==> src/rtl/i2s_slave_tx_if.sv <==
// Push-side bus of the I2S slave transmitter: frame handshake, stereo sample pair and fill level.
interface i2s_slave_tx_if #(
  parameter int unsigned DW         = 24,
  parameter int unsigned FIFO_DEPTH = 4
);
  localparam int unsigned LW = $clog2(FIFO_DEPTH) + 1;

  logic          s_valid;
  logic          s_ready;
  logic [DW-1:0] s_left;
  logic [DW-1:0] s_right;
  logic [LW-1:0] level;

  modport master (
    output s_valid,
    output s_left,
    output s_right,
    input  s_ready,
    input  level
  );

  modport slave (
    input  s_valid,
    input  s_left,
    input  s_right,
    output s_ready,
    output level
  );
endinterface

==> src/rtl/i2s_slave_tx.sv <==
// I2S (Philips) slave transmitter: frame FIFO feeding a serializer that follows an external
// sck/ws master, MSB first with one-bit delay after each ws transition.
module i2s_slave_tx #(
  parameter int unsigned DW         = 24,
  parameter int unsigned FIFO_DEPTH = 4
) (
  input  logic         clk,
  input  logic         rst_n,
  input  logic         en,
  input  logic         mono,
  input  logic         clr_udf,
  input  logic         sck,
  input  logic         ws,
  output logic         sdo,
  output logic         underflow,
  i2s_slave_tx_if.slave bus
);
  localparam int unsigned AW = $clog2(FIFO_DEPTH);
  localparam int unsigned LW = AW + 1;

  typedef enum logic [1:0] {StIdle, StLeft, StRight} state_e;

  logic sck_m_q, sck_s_q, sck_d_q;
  logic ws_m_q, ws_s_q, ws_r_q;
  logic pend_q, pend_ch_q;
  logic rise, fall;

  assign rise = sck_s_q & ~sck_d_q;
  assign fall = ~sck_s_q & sck_d_q;

  always_ff @(posedge clk) begin
    if (!rst_n) begin
      sck_m_q   <= 1'b0;
      sck_s_q   <= 1'b0;
      sck_d_q   <= 1'b0;
      ws_m_q    <= 1'b0;
      ws_s_q    <= 1'b0;
      ws_r_q    <= 1'b0;
      pend_q    <= 1'b0;
      pend_ch_q <= 1'b0;
    end else begin
      sck_m_q <= sck;
      sck_s_q <= sck_m_q;
      sck_d_q <= sck_s_q;
      ws_m_q  <= ws;
      ws_s_q  <= ws_m_q;
      // A ws change seen on a rise marks the next fall as the start of channel ws_s.
      if (rise) begin
        ws_r_q <= ws_s_q;
        if (ws_s_q != ws_r_q) begin
          pend_q    <= 1'b1;
          pend_ch_q <= ws_s_q;
        end
      end else if (fall) begin
        pend_q <= 1'b0;
      end
    end
  end

  // Frame FIFO
  logic [2*DW-1:0] mem_q [FIFO_DEPTH];
  logic [AW-1:0]   wptr_q, rptr_q;
  logic [LW-1:0]   level_q;
  logic            push, pop;
  logic [DW-1:0]   head_l, head_r;

  assign bus.s_ready = (level_q != LW'(FIFO_DEPTH));
  assign bus.level   = level_q;
  assign push        = bus.s_valid & bus.s_ready;
  assign head_l      = mem_q[rptr_q][2*DW-1:DW];
  assign head_r      = mem_q[rptr_q][DW-1:0];

  always_ff @(posedge clk) begin
    if (push) begin
      mem_q[wptr_q] <= {bus.s_left, bus.s_right};
    end
  end

  always_ff @(posedge clk) begin
    if (!rst_n) begin
      wptr_q  <= '0;
      rptr_q  <= '0;
      level_q <= '0;
    end else begin
      if (push) wptr_q <= wptr_q + AW'(1);
      if (pop)  rptr_q <= rptr_q + AW'(1);
      case ({push, pop})
        2'b10:   level_q <= level_q + LW'(1);
        2'b01:   level_q <= level_q - LW'(1);
        default: level_q <= level_q;
      endcase
    end
  end

  // Serializer
  state_e        state_q, state_d;
  logic          sdo_q, sdo_d;
  logic [DW-1:0] sh_q, sh_d;
  logic [DW-1:0] rsave_q, rsave_d;
  logic          udf_q, udf_set;
  logic          start_l, start_r;

  assign start_l = fall & pend_q & ~pend_ch_q;
  assign start_r = fall & pend_q & pend_ch_q;

  always_comb begin
    state_d = state_q;
    sdo_d   = sdo_q;
    sh_d    = sh_q;
    rsave_d = rsave_q;
    pop     = 1'b0;
    udf_set = 1'b0;
    if (!en) begin
      state_d = StIdle;
      sdo_d   = 1'b0;
    end else if (start_l) begin
      state_d = StLeft;
      if (level_q != '0) begin
        pop     = 1'b1;
        sdo_d   = head_l[DW-1];
        sh_d    = {head_l[DW-2:0], 1'b0};
        rsave_d = mono ? head_l : head_r;
      end else begin
        udf_set = 1'b1;
        sdo_d   = 1'b0;
        sh_d    = '0;
        rsave_d = '0;
      end
    end else if (start_r && (state_q != StIdle)) begin
      state_d = StRight;
      sdo_d   = rsave_q[DW-1];
      sh_d    = {rsave_q[DW-2:0], 1'b0};
    end else if (fall) begin
      // Zeros shift in behind the sample, giving pad bits once DW bits are out.
      if (state_q == StIdle) begin
        sdo_d = 1'b0;
      end else begin
        sdo_d = sh_q[DW-1];
        sh_d  = {sh_q[DW-2:0], 1'b0};
      end
    end
  end

  always_ff @(posedge clk) begin
    if (!rst_n) begin
      state_q <= StIdle;
      sdo_q   <= 1'b0;
      sh_q    <= '0;
      rsave_q <= '0;
      udf_q   <= 1'b0;
    end else begin
      state_q <= state_d;
      sdo_q   <= sdo_d;
      sh_q    <= sh_d;
      rsave_q <= rsave_d;
      if (udf_set)      udf_q <= 1'b1;
      else if (clr_udf) udf_q <= 1'b0;
    end
  end

  assign sdo       = sdo_q;
  assign underflow = udf_q;
endmodule

==> src/flat_wrapper.sv <==
// flat-port wrapper written by rule: the top's interface ports become plain ports
module i2s_slave_tx_flat 
#(
  parameter int unsigned DW         = 24,
  parameter int unsigned FIFO_DEPTH = 4
)
  (clk, rst_n, en, mono, clr_udf, sck, ws, sdo, underflow, bus_s_valid, bus_s_left, bus_s_right, bus_s_ready, bus_level);
  i2s_slave_tx_if #(.DW(DW), .FIFO_DEPTH(FIFO_DEPTH)) bus_i ();
  input  logic clk;
  input  logic rst_n;
  input  logic en;
  input  logic mono;
  input  logic clr_udf;
  input  logic sck;
  input  logic ws;
  output logic sdo;
  output logic underflow;
  input wire logic [$bits(bus_i.s_valid)-1:0] bus_s_valid;
  input wire logic [$bits(bus_i.s_left)-1:0] bus_s_left;
  input wire logic [$bits(bus_i.s_right)-1:0] bus_s_right;
  output wire logic [$bits(bus_i.s_ready)-1:0] bus_s_ready;
  output wire logic [$bits(bus_i.level)-1:0] bus_level;
  assign bus_i.s_valid = bus_s_valid;
  assign bus_i.s_left = bus_s_left;
  assign bus_i.s_right = bus_s_right;
  assign bus_s_ready = bus_i.s_ready;
  assign bus_level = bus_i.level;
  i2s_slave_tx #(.DW(DW), .FIFO_DEPTH(FIFO_DEPTH)) u_core (.clk(clk), .rst_n(rst_n), .en(en), .mono(mono), .clr_udf(clr_udf), .sck(sck), .ws(ws), .sdo(sdo), .underflow(underflow), .bus(bus_i));
endmodule
==> config.mk <==
export PLATFORM = sky130hd
export DESIGN_NAME = i2s_slave_tx_flat
export DESIGN_NICKNAME = d
export VERILOG_FILES = /design/src/rtl/i2s_slave_tx_if.sv /design/src/rtl/i2s_slave_tx.sv /design/src/flat_wrapper.sv
export SDC_FILE = /design/constraint.sdc
export NUM_CORES = 1
export LEC_CHECK = 0
export ABC_AREA = 1
export CAP_MARGIN = 40
export CORE_AREA = 4 4 164 166
export DETAILED_ROUTE_END_ITERATION = 7
export DIE_AREA = 0 0 168 170
export GPL_ROUTABILITY_DRIVEN = 0
export HOLD_SLACK_MARGIN = 0.15
export PLACE_DENSITY = 0.75
export SLEW_MARGIN = 15
export SYNTH_ARGS = -nofsm -noshare
export SYNTH_HDL_FRONTEND = slang
export SYNTH_SLANG_ARGS = --single-unit
export TNS_END_PERCENT = 20
==> constraint.sdc <==
create_clock -name clk -period 3.5 [get_ports clk]
set_input_delay 0.7 -clock clk [delete_from_list [all_inputs] [get_ports clk]]
set_output_delay 0.7 -clock clk [all_outputs]
set_load 0.02 [all_outputs]
==> flow_summary.ini <==
[status]
status = complete, no violations

[yosys]
synth.avg_cell_area_sq_um = 9.64
yosysSeqAreaShare_pct = 63.4
synth.ff_latch_count = 260
number_of_standard_cells_after_synthesis = 1166
synth.lib_cells_used.distinct = 31
netlist_area_sq_um = 11200
synth_nets = 1228
yosys_warnings = 0

[global_route]
grt.total_usage_pct = 17.4
vias_in_the_first_global_route = 7706
grt.overflow.total = 0
antenna_found_initial = 0
use_met2_pct = 29.5
grt_pass1_wl_um = 40200
use_met1_pct = 22.7
top_usage_layer = met2
grt_start_max_net_pins = 53
grt_util_met3_pct = 3.41

[finish]
flow.area_growth_from_synthesis_pct = 16.0
antenna_cell_count = 0
final_cells = 1567
fillCellCount = 2186
finalCoreUtilization_pct = 50.9
final_net_count = 1274
layout.cells.most_common = sky130_fd_sc_hd__nand2_1
final_layout_size_suffix_gt1_share_pct = 8.77
final_design_area_no_fill_sq_um = 13000
top_library_cells_by_usage_in_the_layout_fill_and_taps_aside = sky130_fd_sc_hd__nand2_1 (329), sky130_fd_sc_hd__edfxtp_1 (192), sky130_fd_sc_hd__inv_1 (152)

[pwr]
design_power_total_uw = 6650
power_switching_share_pct = 21.7
p_switching_uw = 1440
pwr-share-comb_pct = 5.3
p_clk_share_pct = 42.7
sequentialPowerShare_pct = 52.0
cellLeakagePower_uw = 0.00528
vdd_ir_drop_max_mv = 0.455
pint_uw = 5210
power_density_nw_per_um2 = 509

[sta]
finalWorstPathRequiredPeriod_ns = 2.45
rsz_0062_raised_after_global_routing = false
hold_viol_final = 0
min_period_over_period_pct = 70.0
finalClockSkew_ns = 0.0126
whs_ns = 0.423
slew_headroom_pct = 41.6
worst_pin_slew_ns = 0.874
number_of_setup_violations_in_the_final_report = 0
max_clock_freq_ghz = 0.408
slew_violations = 0

[critical_path]
max_stage_delay_ns = 0.62
start_kind = register
cp_cell_sequence = inv_1 > nand3_1 > clkdlybuf4s50_1
critical_path_class = register to primary output
crit_required_ns = 2.80
r2r-end = u_core.bus.level[2]
critPathMaxFanout = 3
rr_worst_depth = 11
setup.reg_to_reg.worst_slack_ns = 1.28
critical_path.slowest_cell = sky130_fd_sc_hd__clkdlybuf4s50_1
path_delay_family = buffers and inverters
r2r_start = u_core.sck_d_q
path_buf_inv = 2
worstSetupEndpointType = primary output
cp_arrival_ns = 1.75

[clock_network]
clkSlewWorstSetupHoldPaths_ns = 0.06
numCtsBuffers = 27
cts_post_setup_buffers_inserted = 0
maximum_count_of_clock_buffers_along_a_single_path = 3
clock-root-buffer = sky130_fd_sc_hd__clkbuf_16
cts_tree = built
cts.htree.levels = 1
cts_resized = 0
cts_hold_repair.buffers = 0
clock_sinks = 260
clk_latency_ns = 0.55

[floorplan]
die_area_sq_um = 28600
floorplan.initialDensity_pct = 43.9
core_area_sq_um = 25600
ios = 62
die_w_um = 168
rows = 59
die_height_um = 170

[route]
drt.antenna.violating_nets = 0
routed_wirelength_um = 25100
dr.first_iter.drc_count = 595
drc_errors = 0
wire_per_inst_um = 16.0
route.vias.total = 7958
routed_via_density = 5.08
drt_pass_1_iters = 5

[placed_design]
dp.cells = 1518
dpl.hpwl_um = 14500
io_buffers = 61
placement.cell_area_sq_um = 12200

[worst_hold_path]
hold_path_depth = 2
hold_path_end = u_core.ws_s_q
worst_hold_path_type = register to register
hp-start = u_core.ws_m_q

[job]
timing.max_cap.violations = 0
-- area by class of cell --
cell class | count | area, sq um | area share (%)
sequential | 260 | 7130 | 54.6
multi-input combinational | 692 | 3240 | 24.9
timing repair buffer | 76 | 798 | 6.12
clock buffer | 33 | 698 | 5.35
inverter | 155 | 582 | 4.46
tap | 335 | 419 | 3.21
clock inverter | 16 | 178 | 1.36
-- worst max path at each step --
stage	start	end	slack, ns	depth (start not counted)
global placement	en	u_core.bus.level[2]	0.77	10
detailed placement	en	u_core.bus.level[2]	0.77	10
global route	u_core.bus.level[1]	bus_s_ready	0.93	3
floorplan	u_core.bus.level[0]	u_core.mem_q[0][0]	-0.01	4
CTS	u_core.bus.level[1]	bus_s_ready	1.01	3
finish	u_core.bus.level[1]	bus_s_ready	1.05	3
-- flip-flops by register name (all words and copies together), names as in the netlist, named ones only --
signal            flops
u_core.sck_m_q        1
u_core.sdo            1
u_core.ws_m_q         1
u_core.sh_q          23
u_core.mem_q        192
u_core.ws_r_q         1
u_core.state_q        2
u_core.rptr_q         2
u_core.pend_q         1
u_core.underflow      1
u_core.sck_s_q        1
u_core.pend_ch_q      1
u_core.sck_d_q        1
u_core.wptr_q         2
u_core.bus.level      3
u_core.rsave_q       24
u_core.ws_s_q         1
-- tightest hold or removal path: stages (launching register included) --
cell and delay, ns:
sky130_fd_sc_hd__dfxtp_1 0.31, sky130_fd_sc_hd__nand2_1 0.05, sky130_fd_sc_hd__inv_1 0.04
-- logic make-up after synthesis --
family                     after synthesis  synth area share (%)
DFF                                    260                  63.4
adders and majority gates                6                 0.734
xor gates and xnor gates                 1                0.0779
buffers and inverters                  214                  8.06
and+or+nand+nor                        593                  23.0
AOI/OAI and AO/OA                       92                  4.78
-- Yosys cell counts --
master                     instances  area, sq um
sky130_fd_sc_hd__a211oi_1          1         7.51
sky130_fd_sc_hd__a21oi_1          17         85.1
sky130_fd_sc_hd__a21oi_2          19          166
sky130_fd_sc_hd__buf_1             3         11.3
sky130_fd_sc_hd__buf_12            2         40.0
sky130_fd_sc_hd__buf_2            32          160
sky130_fd_sc_hd__buf_4             4         30.0
sky130_fd_sc_hd__buf_6             2         22.5
sky130_fd_sc_hd__clkbuf_1         16         60.1
sky130_fd_sc_hd__dfxtp_1          68         1360
sky130_fd_sc_hd__edfxtp_1        192         5770
sky130_fd_sc_hd__fa_1              1         20.0
sky130_fd_sc_hd__ha_1              5         62.6
sky130_fd_sc_hd__inv_1           152          571
sky130_fd_sc_hd__inv_2             3         11.3
sky130_fd_sc_hd__nand2_1         329         1230
sky130_fd_sc_hd__nand2_2           2         12.5
sky130_fd_sc_hd__nand2_4           3         33.8
sky130_fd_sc_hd__nand3_1         131          656
sky130_fd_sc_hd__nand3_2          18          180
sky130_fd_sc_hd__nand3_4           1         17.5
sky130_fd_sc_hd__nand4_1           1         6.26
sky130_fd_sc_hd__nor2_1          104          390
sky130_fd_sc_hd__nor2_2            1         6.26
sky130_fd_sc_hd__nor2_8            2         40.0
sky130_fd_sc_hd__o21ai_0          50          250
sky130_fd_sc_hd__o21ai_1           3         15.0
sky130_fd_sc_hd__o21bai_1          1         7.51
sky130_fd_sc_hd__o22ai_1           1         6.26
sky130_fd_sc_hd__or2_2             1         6.26
sky130_fd_sc_hd__xor2_1            1         8.76
-- power groups by stage --
| stage | Clock [uW] | Sequential (uW) | Combinational, uW |
|---|---|---|---|
| finish | 2840 | 3450 | 352 |
| global route | 3020 | 3460 | 386 |
| CTS | 2880 | 3450 | 356 |
| detailed placement | 0 | 3520 | 353 |
| global placement | 0 | 3520 | 345 |
| floorplan | 0 | 3520 | 161 |
-- metrics by stage --
| stage | TNS [ns] | worst slack [ns] |
|---|---|---|
| after CTS | 0 | 1.01 |
| after detailed placement | 0 | 0.767 |
| after global routing | 0 | 0.930 |
| after global placement | 0 | 0.770 |
| after floorplan | -2.00 | -0.0104 |
| final | 0 | 1.05 |
-- routing by layer --
metal  vias up  share of wire, %
met5         -                 0
met4         0               2.9
met3        46               7.2
met2       285                49
met1      3777                41
li1       3850                 -
(Power assumes the default switching activity.)
==> edit, RTL diff (same settings) <==
`sh_q` no longer has a reset.
--- a/src/rtl/i2s_slave_tx.sv
+++ b/src/rtl/i2s_slave_tx.sv
@@ -146,5 +146,4 @@
       state_q <= StIdle;
       sdo_q   <= 1'b0;
-      sh_q    <= '0;
       rsave_q <= '0;
       udf_q   <= 1'b0;
@@ -152,5 +151,4 @@
       state_q <= state_d;
       sdo_q   <= sdo_d;
-      sh_q    <= sh_d;
       rsave_q <= rsave_d;
       if (udf_set)      udf_q <= 1'b1;
@@ -159,4 +157,8 @@
   end
 
+  always_ff @(posedge clk) begin
+    sh_q <= sh_d;
+  end
+
   assign sdo       = sdo_q;
   assign underflow = udf_q;
Formal check against the unedited RTL: no difference found for any inputs over 10 cycles, from zero or initial values and one cycle with rst_n low; that may be too few to reach the edited logic, so the function may still have changed.
==> edit against the unedited design <==
Clock skew decreased by 0.0028 ns. Critical path type unchanged. Sequential power rose by 1%. Wire length fell by 7.1%. Power down 2.6%. Largest cell class unchanged. Worst setup slack improved by 0.016 ns. Die area unchanged. Sequential share of layout area rose by 3.3 points. Final area fell by 2.7%. Sequential cell count unchanged. Synthesized area shrank 3.8%. Maximum frequency grew 0.66%. First-iteration DRC count up 5.5%.
==> edit: results (changes against the unedited design) <==
Run status
  – Status: complete, no violations

Logic synthesis
  – Synth cell types: 26 (-16%)
  – Synth top cells by count: nand2_1, edfxtp_1, nand3_1
  – Largest cells by area after synthesis: edfxtp_1, nand2_1, dfxtp_1, nand3_1, inv_1
  – Number of synthesized flops with an enable pin: 215 (+12%)
  – Syn_nets: 1,120 (-8.8%)
  – Register area share after synthesis: 68.0% (+4.6 points)

GRT
  – Tot GR Track Use: 16.3% (-1.1 points)
  – Vias in the first global route: 7,220 (-6.3%)
  – Met1 usage in global routing: 21.0% (-1.7 points)
  – Met3 global-route usage: 2.58% (-0.84 points)

Setup path
  – R2r startpoint: u_core.pend_q
  – Worst R2R Setup Slack: 1.23 ns (-0.05 ns)
  – CP arrival: 1.73 ns (-0.02 ns)

Routing
  – Final WL: 23,300 um (-7.1%)
  – DRT iter0 DRCs: 628 (+5.5%)
  – Via density: 4.99 (-1.8%)

Finish
  – Filler Cell Count: 2,221 (+1.6%)
  – Layout cell share with drive strength beyond 1: 6.09% (-2.7 points)
  – NumNets Final: 1,176 (-7.7%)

Power and ir drop
  – LEAKAGE: 5.20 nW (-1.6%)
  – Max VDD drop: 333 uV (-27%)

Placement
  – Dpl cells: 1,420 (-6.5%)
  – Placed cell areas: 0.0119 mm2 (-2.4%)
  – Dpl ws: 0.826 ns (+0.0594 ns)
  – Final HPWL DP: 13,700 um (-6.0%)

STA
  – Worst Clk Skew: 0.00982 ns (-0.00282 ns)
-- edit: cell types whose count changed after synthesis, moves of 21 or more --
cell,change
nor2_1,-65
o21ai_0,-38
dfxtp_1,-23
edfxtp_1,+23
o22ai_1,+21
-- edit: routing by layer --
metal | wire [um] | up-vias
met5 | 0 | -
li1 | - | 3588
met2 | 11700 | 196
met4 | 527 | 0
met1 | 9900 | 3494
met3 | 1200 | 40
-- edit: cell families (layout without fill, tap and decap cells) --
family                     Yosys count  after routing  synth area share, %
and+or+nand+nor                    519            519                 20.1
DFF                                260            260                 68.0
buffers and inverters              200            275                 7.40
AOI/OAI and AO/OA                   72             72                 3.63
adders and majority gates            6              6                0.763
xor gates and xnor gates             1              1               0.0809
-- edit: area by class of cell --
| cell class | count | area share [%] |
|---|---|---|
| clock buffers | 34 | 5.53 |
| clock inverters | 14 | 0.896 |
| inverters | 149 | 4.40 |
| multi-input cells | 598 | 21.3 |
| flip-flops and latches | 260 | 57.9 |
| well taps | 335 | 3.30 |
| repair buffers | 78 | 6.62 |
-- edit: worst max-delay path by stage --
stage                          end  slack [ns]  depth (start not counted)
6_report               bus_s_ready        1.07                          3
3_3_place_gp   u_core.bus.level[2]        0.79                         10
2_1_floorplan   u_core.mem_q[0][0]       -0.01                          4
4_1_cts                bus_s_ready        1.05                          3
5_1_grt                bus_s_ready        0.99                          3
3_5_place_dp   u_core.bus.level[2]        0.83                         10
-- edit: per-stage QoR --
stage / hold WS [ns] / util (%)
detailed placement: 0.416 / 46.4
global route: 0.464 / 49.6
global placement: 0.417 / 46.1
finish: 0.429 / 49.6
floorplan: 0.390 / -
CTS: 0.437 / 49.6
-- edit: power breakdown --
group / switching (mW) / internal (mW)
logic: 0.210 / 0.124
registers: 0.0268 / 3.46
clock network: 1.15 / 1.50
total: 1.38 / 5.09
